$ cat src/rtl/serv_alu_stream_if.sv
// rtl/serv_alu_stream_if.sv - operand request / result response handshake bundle
interface serv_alu_stream_if #(
   parameter int XLEN = 32
);
   logic            i_req_valid;
   logic            o_req_ready;
   logic [XLEN-1:0] i_rs1;
   logic [XLEN-1:0] i_op_b;
   logic            o_rsp_valid;
   logic            i_rsp_ready;
   logic [XLEN-1:0] o_result;
   logic            o_cmp;

   modport master (
      output i_req_valid, i_rs1, i_op_b, i_rsp_ready,
      input  o_req_ready, o_rsp_valid, o_result, o_cmp
   );

   modport slave (
      input  i_req_valid, i_rs1, i_op_b, i_rsp_ready,
      output o_req_ready, o_rsp_valid, o_result, o_cmp
   );
endinterface

$ cat src/rtl/serv_alu_stream.sv
// rtl/serv_alu_stream.sv - serialises operand pairs into the bit-serial ALU and reassembles the result
module serv_alu_stream #(
   parameter int XLEN = 32,
   parameter int W    = 1
) (
   input  logic                clk,
   input  logic                i_rst,
   serv_alu_stream_if.slave    bus,
   output logic                o_alu_en,
   output logic                o_alu_cnt0,
   output logic [W-1:0]        o_alu_rs1,
   output logic [W-1:0]        o_alu_op_b,
   input  logic [W-1:0]        i_alu_rd,
   input  logic                i_alu_cmp
);
   localparam int N  = XLEN / W;
   localparam int CW = (N > 1) ? $clog2(N) : 1;
   localparam logic [CW-1:0] LAST = CW'(N - 1);

   typedef enum logic [1:0] {IDLE, RUN, DONE} state_t;

   state_t          state_q, state_d;
   logic [CW-1:0]   cnt_q, cnt_d;
   logic [XLEN-1:0] rs1_q, rs1_d;
   logic [XLEN-1:0] op_b_q, op_b_d;
   logic [XLEN-1:0] result_q, result_d;
   logic            cmp_q, cmp_d;
   logic [XLEN+W-1:0] result_cat;

   // Newest slice enters at the top; after N slices the first one sits at bits [W-1:0].
   assign result_cat = {i_alu_rd, result_q} >> W;

   assign bus.o_result = result_q;
   assign bus.o_cmp    = cmp_q;

   always_ff @(posedge clk) begin
      if (i_rst) begin
         state_q  <= IDLE;
         cnt_q    <= '0;
         rs1_q    <= '0;
         op_b_q   <= '0;
         result_q <= '0;
         cmp_q    <= 1'b0;
      end else begin
         state_q  <= state_d;
         cnt_q    <= cnt_d;
         rs1_q    <= rs1_d;
         op_b_q   <= op_b_d;
         result_q <= result_d;
         cmp_q    <= cmp_d;
      end
   end

   always_comb begin
      state_d         = state_q;
      cnt_d           = cnt_q;
      rs1_d           = rs1_q;
      op_b_d          = op_b_q;
      result_d        = result_q;
      cmp_d           = cmp_q;
      bus.o_req_ready = 1'b0;
      bus.o_rsp_valid = 1'b0;
      o_alu_en        = 1'b0;
      o_alu_cnt0      = 1'b0;
      o_alu_rs1       = '0;
      o_alu_op_b      = '0;
      case (state_q)
         IDLE: begin
            // ALU enable stays low here so the ALU presets its carry before the next run.
            bus.o_req_ready = 1'b1;
            if (bus.i_req_valid) begin
               rs1_d   = bus.i_rs1;
               op_b_d  = bus.i_op_b;
               cnt_d   = '0;
               state_d = RUN;
            end
         end
         RUN: begin
            o_alu_en   = 1'b1;
            o_alu_cnt0 = (cnt_q == '0);
            o_alu_rs1  = rs1_q[W-1:0];
            o_alu_op_b = op_b_q[W-1:0];
            rs1_d      = rs1_q >> W;
            op_b_d     = op_b_q >> W;
            result_d   = result_cat[XLEN-1:0];
            cnt_d      = cnt_q + CW'(1);
            if (cnt_q == LAST) begin
               cmp_d   = i_alu_cmp;
               state_d = DONE;
            end
         end
         DONE: begin
            bus.o_rsp_valid = 1'b1;
            if (bus.i_rsp_ready) begin
               state_d = IDLE;
            end
         end
         default: state_d = IDLE;
      endcase
   end
endmodule

$ cat src/flat_wrapper.sv
// flat-port wrapper written by rule: the top's interface ports become plain ports
module serv_alu_stream_flat 
#(
   parameter int XLEN = 32,
   parameter int W    = 1
)
  (clk, i_rst, o_alu_en, o_alu_cnt0, o_alu_rs1, o_alu_op_b, i_alu_rd, i_alu_cmp, bus_i_req_valid, bus_i_rs1, bus_i_op_b, bus_i_rsp_ready, bus_o_req_ready, bus_o_rsp_valid, bus_o_result, bus_o_cmp);
  serv_alu_stream_if #(.XLEN(XLEN)) bus_i ();
  input  logic clk;
  input  logic i_rst;
  output logic o_alu_en;
  output logic o_alu_cnt0;
  output logic [W-1:0] o_alu_rs1;
  output logic [W-1:0] o_alu_op_b;
  input  logic [W-1:0] i_alu_rd;
  input  logic i_alu_cmp;
  input wire logic [$bits(bus_i.i_req_valid)-1:0] bus_i_req_valid;
  input wire logic [$bits(bus_i.i_rs1)-1:0] bus_i_rs1;
  input wire logic [$bits(bus_i.i_op_b)-1:0] bus_i_op_b;
  input wire logic [$bits(bus_i.i_rsp_ready)-1:0] bus_i_rsp_ready;
  output wire logic [$bits(bus_i.o_req_ready)-1:0] bus_o_req_ready;
  output wire logic [$bits(bus_i.o_rsp_valid)-1:0] bus_o_rsp_valid;
  output wire logic [$bits(bus_i.o_result)-1:0] bus_o_result;
  output wire logic [$bits(bus_i.o_cmp)-1:0] bus_o_cmp;
  assign bus_i.i_req_valid = bus_i_req_valid;
  assign bus_i.i_rs1 = bus_i_rs1;
  assign bus_i.i_op_b = bus_i_op_b;
  assign bus_i.i_rsp_ready = bus_i_rsp_ready;
  assign bus_o_req_ready = bus_i.o_req_ready;
  assign bus_o_rsp_valid = bus_i.o_rsp_valid;
  assign bus_o_result = bus_i.o_result;
  assign bus_o_cmp = bus_i.o_cmp;
  serv_alu_stream #(.XLEN(XLEN), .W(W)) u_core (.clk(clk), .i_rst(i_rst), .bus(bus_i), .o_alu_en(o_alu_en), .o_alu_cnt0(o_alu_cnt0), .o_alu_rs1(o_alu_rs1), .o_alu_op_b(o_alu_op_b), .i_alu_rd(i_alu_rd), .i_alu_cmp(i_alu_cmp));
endmodule
$ cat config.mk
export PLATFORM = sky130hd
export DESIGN_NAME = serv_alu_stream_flat
export DESIGN_NICKNAME = d
export VERILOG_FILES = /design/src/rtl/serv_alu_stream_if.sv /design/src/rtl/serv_alu_stream.sv /design/src/flat_wrapper.sv
export SDC_FILE = /design/constraint.sdc
export NUM_CORES = 1
export LEC_CHECK = 0
export CORE_UTILIZATION = 50
export DETAILED_ROUTE_END_ITERATION = 12
export PLACE_DENSITY = 0.81
export SLEW_MARGIN = 20
export SYNTH_ARGS = -nofsm -noshare
export SYNTH_HDL_FRONTEND = slang
export SYNTH_SLANG_ARGS = --single-unit
$ cat constraint.sdc
create_clock -name clk -period 1.6 [get_ports clk]
set_input_delay 0.16 -clock clk [delete_from_list [all_inputs] [get_ports clk]]
set_output_delay 0.16 -clock clk [all_outputs]
set_load 0.005 [all_outputs]
; After elaboration in Yosys (flattened, before gate mapping)
; Index checks and enable logic that the tools add are counted.
[word_totals]
register_bits = 104
latch_bits = 0
mem_bits_rw = 0
romBits = 0
input_bits = 70
output_inout_bits = 39
elab_cells = 35
mem_count = 0
[op_classes]
add_sub_neg = 1
n_mul = 0
div_mod_pow = 0
n_lt_le_gt_ge = 0
eq_ne = 6
shift = 0
n_mux = 16
bitwise = 0
reduce_logical = 6
[ops]
columns = cell, n
row1 = $pmux 32 s2, 2
row2 = $mux 32, 2
row3 = $pmux 5 s2, 1
row4 = $mux 1, 6
row5 = $mux 2, 3
row6 = $pmux 2 s3, 1
row7 = $add 5x1->5 const B, 1
row8 = $eq 5x5->1 const B, 1
row9 = $logic_not 5->1, 1
row10 = $mux 5, 1
row11 = $ne 2x2->1 const B, 2
row12 = $reduce_and 2->1, 2
row13 = $reduce_and 3->1, 1
row14 = $eq 2x1->1 const B, 1
row15 = $eq 2x2->1 const B, 1
row16 = $logic_not 2->1, 1
row17 = $ne 2x1->1 const B, 1
row18 = $reduce_bool 2->1, 1

; Longest topological paths before layout
; Gate-level depths: netlist (run 1).
[depth]
depth_word = 3
depth_mapped = 6
mapped_depth_nobuf = 6

; Worst setup path before layout (run 1)
; No wires, ideal clock.
[synth_path]
kind = register -> register
from = register u_core.cnt_q[0]
to = register u_core.cnt_q[4]
arrival_time_ps = 1169
setup_slack_ps = 303
stages_incl_launch_ff = 6
n_path_buf = 0
synth_period_minus_slack_ps = 1297
cell_sequence = dfxtp_1 > ha_1 > and3_1 > ha_1 > a22oi_1 > nor2_1
[synth_between]
elab_chain_len = 2
[synth_rtl]
columns = element, line_no
row1 = start: declaration, serv_alu_stream.sv:23  ; logic [CW-1:0] cnt_q, cnt_d;
row2 = start signal: assignment, serv_alu_stream.sv:46  ; cnt_q <= cnt_d;
row3 = $add 5x1->5, serv_alu_stream.sv:86  ; cnt_d = cnt_q + CW'(1);
row4 = $pmux 5 s2, serv_alu_stream.sv:67  ; case (state_q)
; No other way between the ends.
; A chain may end at the register's enable or synchronous reset.

; Worst setup path after layout (run 1)
[layout_path]
from = register u_core.state_q[1]
to = output o_alu_cnt0
[layout_between]
elab_chain_len = 2
[layout_rtl]
columns = element, line_no
row1 = start: declaration, serv_alu_stream.sv:22  ; state_t state_q, state_d;
row2 = start signal: assignment, serv_alu_stream.sv:45  ; state_q <= state_d;
row3 = $eq 2x1->1, serv_alu_stream.sv:67
row4 = $mux 1, serv_alu_stream.sv:67
row5 = end: declaration, flat_wrapper.sv:12  ; output logic o_alu_cnt0;
; No other way between the ends.

==> results of run 1 <==
==> state kept, by name (all words and copies together) (netlist names) <==
signal               count
u_core.state_q           2
u_core.cnt_q             5
u_core.bus.o_cmp         1
u_core.op_b_q           32
u_core.bus.o_result     32
u_core.rs1_q            32
==> layout make-up <==
class	instances	area (um^2)
multi-input cells	382	2140
flip-flops and latches	104	2090
repair buffers	132	1360
fillers	719	2860
clock inverters	4	30.0
clock buffers	12	145
inverters	5	18.8
well taps	108	135
==> per-layer routing <==
metal	vias up	share of wire	track usage
met5	-	0	0
met4	0	0.026	0.103
met3	29	0.052	0.0432
met2	150	0.48	0.395
met1	2010	0.44	0.293
li1	2096	-	-
==> power groups by stage <==
stage	clock (W)	sequential [W]	combinational (W)
after floorplan	0	0.00288	0.000583
after global placement	0	0.00290	0.000863
after detailed placement	0	0.00291	0.000890
after CTS	0.00150	0.00285	0.000894
after global routing	0.00162	0.00288	0.00101
final	0.00149	0.00286	0.000919
==> cells in the final DEF (no fill, tap or decap), types with 2 or more instances in the layout <==
master and n:
o22ai_1 2, a211oi_1 63, inv_1 2, ha_1 3, a32oi_1 2, inv_2 3, a22oi_1 2, clkbuf_1 2
nand2b_1 2, buf_2 2, nor2_1 127, clkinv_4 2, a21oi_1 35, nand3b_1 2, dlygate4sd2_1 3, clkbuf_16 2
nand2_1 66, clkdlybuf4s15_1 2, and2_1 2, nand3_1 3, clkbuf_8 10, buf_12 6, o2bb2ai_1 60, dfxtp_1 102
clkdlybuf4s50_1 100, buf_4 17
==> per-stage QoR <==
step | power (W) | std cells
global route | 0.00551 | 747
floorplan | 0.00347 | 544
CTS | 0.00525 | 745
finish | 0.00527 | 747
detailed placement | 0.00380 | 728
global placement | 0.00376 | 728
==> cells by family (layout without fill, tap and decap cells) <==
| kind of cell | after synthesis | after routing | share of synthesized area |
|---|---|---|---|
| AO/OA/AOI/OAI | 169 | 169 | 0.278 |
| adder cells (fa/ha/maj) | 3 | 3 | 0.00829 |
| buffers and inverters | 58 | 153 | 0.0718 |
| flip-flops | 104 | 104 | 0.460 |
| AND/OR/NAND/NOR | 210 | 210 | 0.182 |
==> worst max-delay path by stage <==
| stage | endpoint | slack, ps |
|---|---|---|
| 2_1_floorplan | u_core.cnt_q[4] | 300 |
| 6_report | o_alu_cnt0 | 90 |
| 5_1_grt | o_alu_cnt0 | 30 |
| 4_1_cts | o_alu_op_b | 20 |
| 3_5_place_dp | o_alu_cnt0 | 110 |
| 3_3_place_gp | o_alu_cnt0 | 150 |
==> worst max-delay path: stages, from the launching register on <==
cell and delay [ps]:
dfxtp_2 340, nand2b_4 140, inv_2 60, buf_4 110, nand3b_1 90, nor3_2 120, buf_2 150
==> what timing repair did <==
item / CTS / global route
endpoints found under the hold margin: 0 / 0
setup buffers: 1 / 0
resized for setup: 13 / 3
endpoints found under the setup margin: 6 / 4
gates cloned: 0 / 2
==> results.md, run 1 <==
- Largest vdd supply drop: between 400 and 500 uV
- 1st-iter DRT viols: 203
- Status: finished clean
- NetSw: between 0.001 and 0.0015 W
- GRT Total Usage: 0.235
- Clk pwr share: 0.284
- Synth unique cells: 31
- Die span in y: roughly 100 um
- PwrDens: just under 900 nW/um^2
- Worst Reg2Reg Path Length in Cells: 5
- Logic pwr share: 0.174
- Initial antenna violation count: 0
- Crit share post-route: 0.945
- Sequential area share after synthesis: 0.460
- Post-synth top area share: 0.460
- Layout cells sized above 1: 0.0782
- Placed cell area: between 5000 and 6000 um^2
- Pin count of the biggest net entering global routing: 50
- Fin crit period: roughly 1500 ps
- Htree depth: 3
- Most frequent cell after synthesis: nor2_1
- Hold Path Class: input pin to flop
- Worst Clk Skew: 14.5 ps
- Final hold slack: between 200 and 300 ps
- Pre-CTS setup slack: between 100 and 150 ps
- Mapped cell area: between 4000 and 5000 um^2
- NumNets Final: slightly above 700
- Fin. max-slew vios: 0
- Post-CTS Hold Fix Bufs: 0
- Ant. Diodes: 0
- Global-route wire length before repair: around 18 mm
- Clock latency on the worst-skew pair: between 300 and 400 ps
- Vias in the first global route: 4081
- GPL Wtd Cong: slightly above 0.8
- Clk buf depth: 2
- Num CTS Buffers: 9
- Syn_nets: just over 600
- CTS tree: yes
- Setup TNS: 0 ps
- Post-layout util: 0.674
- Gate Count Post-Synth: approximately 540
- Synth area leaders: dfxtp_1, o2bb2ai_1, nor2_1
- Achievable frequency: between 600 and 700 MHz
- Most instantiated cells after synthesis: nor2_1, dfxtp_1, nand2_1, a211oi_1, o2bb2ai_1
- Initial DRT Pass Iterations: 4
- Final Hold Fails: 0
- R2R Setup Slk: around 90 ps
- Worst Path Required: about 1400 ps
- Cell taking the most area after synthesis: dfxtp_1
- WL final: about 11 mm
- Worst Setup Start Kind: flop
- I/O Pins: between 100 and 150
- Wire per inst: roughly 15 um
- CTS sink cnt: about 100
- Initial cell density of the core: 0.517
- Final Setup Violations: 0
- CP arrival: about 1400 ps
- Die X: between 90 and 100 um
- Worst-Margin Slew: 410 ps
- Power Internal: 0.00383 W
- Slew HR: 0.726
- Layout overhead on the synthesized area: 30.5%
- # DRC: 0
- WS Path Type: flop to primary output
- Clk pin slew, worst setup/hold paths: about 100 ps
- Core area: 8760 um^2
- Origin of the critical flop-to-flop path: u_core.state_q[0]
- Hold endpoint: u_core.op_b_q[0]
- RSZ-0062 raised after global routing: no
- Min-Delay Startpoint: i_rst
- PortBufs: between 100 and 150
- Switch share: 0.273
- Number of synthesis warnings: 0
- Synthesized area per cell: 8.32 um^2
- Hold depth: 2
- EDFF count, synth: 0
- P_leak: around 2.2 nW
- Max Cap Violations: 0
- Reg power frac: 0.542
- FF+latch count, synth: 104
- Asr flop ratio synth: 0
- Post-DRT Antenna Nets: 0
- Die footprint: ~9400 um^2
- Endpoint class of the critical path: primary output
- Avg Vias per Cell: around 5.7
- DR vias: ~4.3k
- Row count: 34
- Root buffer cell: clkbuf_8
- Synth Flop Type: dfxtp_1
- Crit. Startpoint: u_core.state_q[1]
- Worst-path fanout max: 3
- Reg2Reg Capture Point: u_core.cnt_q[2]
- Post-detail-place hpwl: 7.38 mm
- Cell area after layout: 5910 um^2
- Grt total ovfl: 0
- Worst Setup Slack, final: between 80 and 90 ps
Power figures use the tool's default switching activity.
==> run 2, diff against run 1 <==
--- a/config.mk
+++ b/config.mk
@@ -8,6 +8,7 @@
 export CORE_UTILIZATION = 50
 export DETAILED_ROUTE_END_ITERATION = 12
 export PLACE_DENSITY = 0.81
+export RECOVER_POWER = 25
 export SLEW_MARGIN = 20
 export SYNTH_ARGS = -nofsm -noshare
 export SYNTH_HDL_FRONTEND = slang
==> results of run 2 <==
Final layout, timing and power as in run 1 (identical DEF).
==> run 3, diff against run 2 <==
--- a/config.mk
+++ b/config.mk
@@ -5,6 +5,7 @@
 export SDC_FILE = /design/constraint.sdc
 export NUM_CORES = 1
 export LEC_CHECK = 0
+export CORE_ASPECT_RATIO = 1.25
 export CORE_UTILIZATION = 50
 export DETAILED_ROUTE_END_ITERATION = 12
 export PLACE_DENSITY = 0.81
==> run 3 against run 2 <==
Compared with the run above: clock power up 16%; global-route usage is 0.22 points lower; worst setup slack got worse by 28 ps; cell area is 0.80% higher; die area hardly changed; flip-flop and latch count unchanged; first-iteration DRC count grew 20%.
==> results.md, run 3 (synthesized netlist as in run 1, its figures left out) <==
- Layout overhead on the synthesized area: 31.5%
- Worst Path Required: 1440 ps (about the same)
- Row count: 38 (+12%)
- CTS tree: yes
- Crit share post-route: 0.962 (+0.0175)
- Die span in y: 108 um (+12%)
- Initial DRT Pass Iterations: 7 (+3)
- Vias in the first global route: 3878 (-5.0%)
- CP arrival: 1380 ps (+30 ps)
- Achievable frequency: 650 MHz (-1.8%)
- Layout cells sized above 1: 0.0815 (+0.00326)
- Largest vdd supply drop: 425 uV (+4.9%)
- Post-detail-place hpwl: 7.10 mm (-3.9%)
- Num CTS Buffers: 9 (unchanged)
- NumNets Final: 706 (-0.14%)
- Clk buf depth: 2 (unchanged)
- Global-route wire length before repair: 17.6 mm (-4.4%)
- Clock latency on the worst-skew pair: 380 ps (+20 ps)
- DR vias: 4158 (-3.0%)
- Worst Setup Start Kind: flop
- Max Cap Violations: 0 (unchanged)
- Htree depth: 3 (unchanged)
- Commonest non-fill, non-tap cell in the layout: nor2_1
- Core area: 8750 um^2 (-0.17%)
- Ant. Diodes: 0 (unchanged)
- PwrDens: 922 nW/um^2 (+3.3%)
- Pre-CTS setup slack: 73.6 ps (-36.5 ps)
- GPL Wtd Cong: 0.769 (-5.4%)
- Worst-path fanout max: 3 (unchanged)
- Post-CTS Hold Fix Bufs: 0 (unchanged)
- WS Path Type: flop to primary output
- Die X: 87.1 um (-10%)
- Pin count of the biggest net entering global routing: 46 (-8.0%)
- Worst-Margin Slew: 451 ps (+41.0 ps)
- Initial antenna violation count: 0 (unchanged)
- Fin. max-slew vios: 0 (unchanged)
- # DRC: 0 (unchanged)
- Final hold slack: 219 ps (-34.3 ps)
- GRT Total Usage: 0.233 (-0.00215)
- Root buffer cell: clkbuf_8
- I/O Pins: 109 (unchanged)
- Final Setup Violations: 0 (unchanged)
- PortBufs: 108 (unchanged)
- CTS sink cnt: 104 (unchanged)
- Worst Setup Slack, final: 60.4 ps (-28.0 ps)
- Most frequent cells in the layout: nor2_1, dfxtp_1, clkdlybuf4s50_1
- Avg Vias per Cell: 5.49 (-4.4%)
- WL final: 10.7 mm (-6.5%)
- Status: finished clean
- RSZ-0062 raised after global routing: no
- Clk pin slew, worst setup/hold paths: 100 ps (about the same)
- Total Power: 0.00549 W (+4.1%)
- Post-DRT Antenna Nets: 0 (unchanged)
- Fin crit period: 1540 ps (+28.0 ps)
- Wire per inst: 14.1 um (-7.8%)
- Worst Clk Skew: 7.52 ps (-7.00 ps)
- Hold Path Class: input pin to flop
- Grt total ovfl: 0 (unchanged)
- Initial cell density of the core: 0.518 (+0.000887)
- Slew HR: 0.699 (-0.0268)
- Die footprint: 9440 um^2 (about the same)
- P_leak: 2.18 nW (+1.1%)
- 1st-iter DRT viols: 243 (+20%)
- Final Hold Fails: 0 (unchanged)
- Endpoint class of the critical path: primary output
## run 3: cell types whose count changed in the layout (fill, tap and decap cells not counted), sizes merged
cell	delta
clkinv	-1
dlymetal6s4s	+1
inv	+3
dlygate4sd2	-1
bufinv	+1
clkbuf	-3
buf	-1
## run 3: per-stage QoR
step / cells / instance area [um^2] / setup TNS (ps) / utilization
2_1_floorplan: 544 / 4530 / 0 / -
3_3_place_gp: 738 / 5700 / 0 / 0.652
3_5_place_dp: 738 / 5700 / 0 / 0.652
4_1_cts: 757 / 5940 / -68.2 / 0.679
5_1_grt: 758 / 5950 / 0 / 0.681
6_report: 758 / 5950 / 0 / 0.681
## run 3: metal layers
metal	wire length, um	global-route usage
met5	0	0
met4	182	0.0867
met2	5220	0.390
met1	4750	0.303
met3	507	0.0344
## run 3: worst paths after layout
check	startpoint	endpoint	slack (ps)	depth (start not counted)
setup reg to reg	u_core.state_q[0]	u_core.op_b_q[2]	120	5
hold / removal	i_rst	u_core.cnt_q[4]	220	2
hold reg to reg	u_core.bus.o_result[29]	u_core.bus.o_result[28]	460	2
setup / recovery	u_core.state_q[1]	o_alu_cnt0	60	6
## run 3: power breakdown
part | internal (W) | leakage (nW) | switching (W) | total [W]
Clock | 0.000761 | 0.105 | 0.000966 | 0.00173
Sequential | 0.00276 | 0.856 | 0.0000966 | 0.00285
Combinational | 0.000454 | 1.22 | 0.000451 | 0.000906
## run 3: worst max-delay path: stages, from the launching register on
cell,delay (ps)
dfxtp_2,330
nand2b_4,140
inv_2,80
buf_4,130
nand3b_1,70
nor3_1,120
buf_2,150
## run 3: repair_timing
action / 4_1_cts / 5_1_grt
endpoints found under the setup margin: 6 / 3
buffers inserted: 3 / 1
gates resized for setup: 13 / 4
## run 3: final cells by class
| cell class | instances | area (um^2) |
|---|---|---|
| Timing Repair Buffer | 131 | 1350 |
| Fill cell | 743 | 2790 |
| Clock buffer | 9 | 124 |
| Tap cell | 120 | 150 |
| Multi-Input combinational cell | 382 | 2140 |
| Clock inverter | 7 | 88.8 |
| Sequential cell | 104 | 2080 |
| Inverter | 5 | 18.8 |
